**config.mk**
```make
export PLATFORM = sky130hd
export DESIGN_NAME = issue_ctrl
export DESIGN_NICKNAME = d
export VERILOG_FILES = /design/src/rtl/issue_ctrl.sv
export SDC_FILE = /design/constraint.sdc
export NUM_CORES = 1
export LEC_CHECK = 0
export BUFFER_PORTS_ARGS = -buffer_cell sky130_fd_sc_hd__buf_2
export CAP_MARGIN = 20
export CELL_PAD_IN_SITES_DETAIL_PLACEMENT = 0
export CELL_PAD_IN_SITES_GLOBAL_PLACEMENT = 1
export CORE_ASPECT_RATIO = 1.75
export CORE_MARGIN = 1.5
export CORE_UTILIZATION = 28
export CTS_BUF_LIST = sky130_fd_sc_hd__clkbuf_2
export CTS_CLUSTER_DIAMETER = 60
export CTS_CLUSTER_SIZE = 16
export DETAILED_ROUTE_END_ITERATION = 16
export HOLD_SLACK_MARGIN = 0.06
export PLACE_DENSITY = 0.76
export SYNTH_ARGS = -nofsm -noshare
export SYNTH_HDL_FRONTEND = slang
export SYNTH_SLANG_ARGS = --single-unit
```
**constraint.sdc**
```tcl
create_clock -name clk -period 1.9 [get_ports clk]
set_input_delay 0.095 -clock clk [delete_from_list [all_inputs] [get_ports clk]]
set_output_delay 0.095 -clock clk [all_outputs]
set_load 0.02 [all_outputs]
```
**src/rtl/issue_ctrl.sv**
```systemverilog
// Dual-issue scheduler: picks 0..2 queue-head instructions per cycle, enforcing pairing, load-use and delay-slot rules.
// Optional ISSUE_PERF_CNT_EN adds wrapping dual/single/bubble issue counters.
//
// state      | meaning
// -----------+-----------------------------------------------------------
// ST_NORMAL  | dual issue allowed; a lone branch waits for its delay slot
// ST_DS_PEND | branch issued without its delay slot; next slot0 issue is the delay slot
module issue_ctrl #(
    parameter int LOAD_USE_BUBBLES = 1
) (
    input  logic       clk,
    input  logic       rst,
    input  logic       flush,
    input  logic       exception_flush,
    input  logic       stall,
    input  logic       q_valid0,
    input  logic       q_valid1,
    input  logic [2:0] q_class0,
    input  logic [2:0] q_class1,
    input  logic [4:0] q_rs0,
    input  logic [4:0] q_rt0,
    input  logic [4:0] q_rs1,
    input  logic [4:0] q_rt1,
    input  logic       q_rs_used0,
    input  logic       q_rt_used0,
    input  logic       q_rs_used1,
    input  logic       q_rt_used1,
    input  logic       q_w_ena0,
    input  logic       q_w_ena1,
    input  logic [4:0] q_w_dst0,
    input  logic [4:0] q_w_dst1,
    output logic       issue_valid0,
    output logic       issue_valid1,
    output logic       issue_ds0,
    output logic       issue_ds1,
    output logic [1:0] q_pop,
    output logic       ds_pending
`ifdef ISSUE_PERF_CNT_EN
   ,output logic [31:0] perf_dual,
    output logic [31:0] perf_single,
    output logic [31:0] perf_bubble
`endif
);

    localparam logic [2:0] CLS_LOAD   = 3'd1;
    localparam logic [2:0] CLS_STORE  = 3'd2;
    localparam logic [2:0] CLS_BRANCH = 3'd3;
    localparam logic [2:0] CLS_MULDIV = 3'd4;
    localparam logic [2:0] CLS_PRIV   = 3'd5;
    localparam logic [1:0] LD_CNT_INIT = 2'(LOAD_USE_BUBBLES);

    typedef enum logic {ST_NORMAL, ST_DS_PEND} state_t;

    state_t     state, state_nxt;
    logic [4:0] ld_dst;
    logic [1:0] ld_cnt;
    logic       kill, block;
    logic       haz0, haz1, raw01, pair_ok, iss0, iss1;
    logic       mem0, mem1;

    function automatic logic reads(input logic rs_used, input logic [4:0] rs,
                                   input logic rt_used, input logic [4:0] rt,
                                   input logic [4:0] r);
        return (rs_used && rs == r) || (rt_used && rt == r);
    endfunction

    assign kill  = flush | exception_flush;
    assign block = rst | kill | stall;
    assign mem0  = (q_class0 == CLS_LOAD) || (q_class0 == CLS_STORE);
    assign mem1  = (q_class1 == CLS_LOAD) || (q_class1 == CLS_STORE);

    always_ff @(posedge clk) begin
        if (rst || kill)
            state <= ST_NORMAL;
        else
            state <= state_nxt;
    end

    always_ff @(posedge clk) begin
        if (rst || kill) begin
            ld_dst <= 5'd0;
            ld_cnt <= 2'd0;
        end else if (!stall) begin
            // Slot1 is younger, so its load shadows a slot0 load.
            if (iss1 && q_class1 == CLS_LOAD && q_w_ena1 && q_w_dst1 != 5'd0) begin
                ld_dst <= q_w_dst1;
                ld_cnt <= LD_CNT_INIT;
            end else if (iss0 && q_class0 == CLS_LOAD && q_w_ena0 && q_w_dst0 != 5'd0) begin
                ld_dst <= q_w_dst0;
                ld_cnt <= LD_CNT_INIT;
            end else if (ld_cnt != 2'd0) begin
                ld_cnt <= ld_cnt - 2'd1;
            end
        end
    end

    always_comb begin
        state_nxt = state;
        case (state)
            ST_NORMAL: begin
                if ((iss0 && q_class0 == CLS_BRANCH && !iss1) || (iss1 && q_class1 == CLS_BRANCH))
                    state_nxt = ST_DS_PEND;
            end
            ST_DS_PEND: begin
                if (iss0)
                    state_nxt = ST_NORMAL;
            end
            default: state_nxt = ST_NORMAL;
        endcase
    end

    always_comb begin
        haz0  = (ld_cnt != 2'd0) && reads(q_rs_used0, q_rs0, q_rt_used0, q_rt0, ld_dst);
        haz1  = (ld_cnt != 2'd0) && reads(q_rs_used1, q_rs1, q_rt_used1, q_rt1, ld_dst);
        raw01 = q_w_ena0 && (q_w_dst0 != 5'd0) &&
                reads(q_rs_used1, q_rs1, q_rt_used1, q_rt1, q_w_dst0);
        pair_ok = q_valid1 && !haz1 && !raw01 && !(mem0 && mem1) &&
                  !(q_class0 == CLS_MULDIV && q_class1 == CLS_MULDIV) &&
                  (q_class0 != CLS_PRIV) && (q_class1 != CLS_PRIV) &&
                  (state == ST_NORMAL);
        // A branch in NORMAL holds until its delay slot is visible behind it.
        iss0 = !block && q_valid0 && !haz0 &&
               !(state == ST_NORMAL && q_class0 == CLS_BRANCH && !q_valid1);
        iss1 = iss0 && pair_ok;

        issue_valid0 = iss0;
        issue_valid1 = iss1;
        issue_ds0    = iss0 && (state == ST_DS_PEND);
        issue_ds1    = iss1 && (q_class0 == CLS_BRANCH);
        q_pop        = {1'b0, iss0} + {1'b0, iss1};
        ds_pending   = !block && (state == ST_DS_PEND);
    end

`ifdef ISSUE_PERF_CNT_EN
    always_ff @(posedge clk) begin
        if (rst) begin
            perf_dual   <= 32'd0;
            perf_single <= 32'd0;
            perf_bubble <= 32'd0;
        end else begin
            if (q_pop == 2'd2)
                perf_dual <= perf_dual + 32'd1;
            if (q_pop == 2'd1)
                perf_single <= perf_single + 32'd1;
            if (q_valid0 && q_pop == 2'd0 && !stall)
                perf_bubble <= perf_bubble + 32'd1;
        end
    end
`endif

endmodule

```
==> flow_metrics.tcl <==
set metrics [dict create \
    syn_inst 125 \
    synth_edf_count 0 \
    drc_errors 0 \
    fin_util 0.464 \
    fin_tns_setup_ns 0 \
    cts_sinks 8 \
    drtIter0Drc 20 \
    drv_slew 0 \
    startpoint_type "flop" \
    syn_nets 175 \
    ys.flop_type "dfxtp_1" \
    crit_path_max_incr_delay_ns 0.33 \
    antenna_found_initial 0 \
    via_per_inst 4.83 \
    path_buf_inv 4 \
    route.antenna.remaining_nets 0 \
    grt_max_degree 9 \
    stdcell_area_sq_um 1670 \
    worst_setup_path_end_kind "primary output" \
    vias 1184 \
    drive_above_1_share 0.588 \
    ys_ff_latch 8 \
    hold_violations 0 \
    die-area_sq_um 4110 \
    grtUsageTotal 0.154 \
    rsz0062_at_grt "true" \
    period_needed_ns 1.88 \
    seq_area_frac_synth 0.154 \
    final_cell_mix "50 x buf_2, 20 x buf_4, 16 x xnor2_1" \
    skew_ns 0.0107 \
    ios 56 \
    slew_headroom 0.749 \
    crit_chain "inv_1 > ha_4 > nand3b_1 > o2111a_2 > nand2_4 > buf_4 > buf_6 > a31oi_1 > buf_4" \
    regToRegStartpoint "ld_dst[3]$_SDFFE_PP0P_" \
    diodes 0 \
    min_from "rst" \
    synth.distinct_cells 39 \
    async_flop_share 0 \
    routed_wl_mm 3.17 \
    cp.arrival_ns 1.79 \
    powerDensity_nw_per_um2 260 \
    layout.nets 251 \
    critPathKind "reg -> out" \
    start_util 0.290 \
    period_share 0.990 \
    coreArea_sq_um 3590 \
    setup-violations-final 0 \
    fmax_ghz 0.532 \
    crit_path_frequent_cell "buf_4" \
    cp_top_family "buffers and inverters" \
    path_clk_slew_ns 0.09 \
    synth.avg_cell_area_sq_um 8.33 \
    grt_pass1_wl_mm 5.02 \
    final_common_cell "buf_2" \
    tightest_slew_ns 0.374 \
    drv_cap 0 \
    cts_max_path_buffers 2 \
    first_pass_iters 4 \
    port_buffers 55 \
    cts_buffers 3 \
    area_delta_synth_final_pct 60.2 \
    cts.hold.buffers_added 0 \
    synth_area_sq_um 1040 \
    crit_fanout 5 \
    ir_drop_mv 0.164 \
    routedWlPerCell_microns 12.9 \
    outcome "finished, final reports clean" \
    place_area_sq_um 1480 \
    root_buffer "clkbuf_2" \
    critPathLaunch "ld_cnt[0]$_SDFFE_PP0P_" \
    dpl.hpwl_mm 2.63 \
    place_congestion 0.849 \
    tritoncts "built" \
    p_leak_nw 0.691 \
    clock_latency_ns 0.23 \
    die-width_microns 49.1 \
    place_inst 238 \
    die_y_microns 83.7 \
    row_count 29 \
    hold_ws_ns 0.191 \
    synth_warnings 0 \
    hold_class "in -> reg" \
    grt_pass1_vias 1241 \
    final_cells 245 \
    cpMaxStageDelayCell "dfxtp_2" \
    overflow 0 \
    h-tree-depth 1 \
    worst-endpoint-required_ns 1.80 \
]
final cells by class:
type | count | area (sq um)
Multi-Input combinational cell | 102 | 890
Fill cell | 370 | 1920
Timing Repair Buffer | 78 | 499
Clock buffer | 3 | 15.0
Tap cell | 46 | 57.6
Inverter | 8 | 35.0
Sequential cell | 8 | 171
registers in the layout (all words and copies together), names as in the netlist:
register,count
ld_cnt,2
ld_dst,5
state,1
synth_stat cells (all sizes together) (4+ instances only):
cell	count	area (sq um)
dfxtp	8	160
buf	7	47.5
nor4b	4	35.0
xnor2	17	149
inv	7	26.3
xor2	15	131
mux2i	5	50.1
nand4	4	40.0
nor3	7	35.0
a211oi	5	62.6
nand3	4	20.0
nand2	5	26.3
nor2	6	25.0
worst paths after layout:
| path | end | slack, ns | depth (start not counted) |
|---|---|---|---|
| hold / removal | ld_cnt[1]$_SDFFE_PP0P_ | 0.19 | 3 |
| setup reg to reg | ld_dst[1]$_SDFFE_PP0P_ | 0.05 | 10 |
| hold reg to reg | state$_SDFF_PP0_ | 0.51 | 1 |
| setup / recovery | q_pop[0] | 0.02 | 9 |
tightest hold or removal path, cell delays in order:
cell and delay [ns]:
buf_2 0.08, nor3_1 0.07, and4_1 0.14
power breakdown:
group / leakage [nW] / switching (mW) / total (mW) / internal [mW]
sequential: 0.0683 / 0.000168 / 0.166 / 0.166
clock: 0.0125 / 0.0559 / 0.0990 / 0.0431
combinational: 0.610 / 0.0808 / 0.168 / 0.0876
timing repair:
action	CTS	global route
endpoints found under the setup margin	10	12
pin swaps	7	5
buffers inserted	0	4
resized for setup	20	20
metal layers:
layer / wire, microns / global-route usage / part of all wire
met4: 49 / 0.0623 / 0.015
met3: 143 / 0.0233 / 0.045
met1: 1210 / 0.162 / 0.38
met2: 1770 / 0.292 / 0.56
met5: 0 / 0 / 0
cells by family after synthesis:
group | synth area share
adders and majority gates | 0.0120
and+or+nand+nor | 0.278
muxes | 0.0589
AOI/OAI and AO/OA | 0.149
buffers and inverters | 0.0793
DFF | 0.154
xor gates and xnor gates | 0.269
through the flow:
stage	power (mW)	setup WS [ns]
global placement	0.332	-0.0339
CTS	0.433	-0.0126
finish	0.434	0.0192
global route	0.463	-0.116
floorplan	0.237	0.0153
detailed placement	0.332	-0.0160
Note: power is estimated with default switching activity, not from simulation.
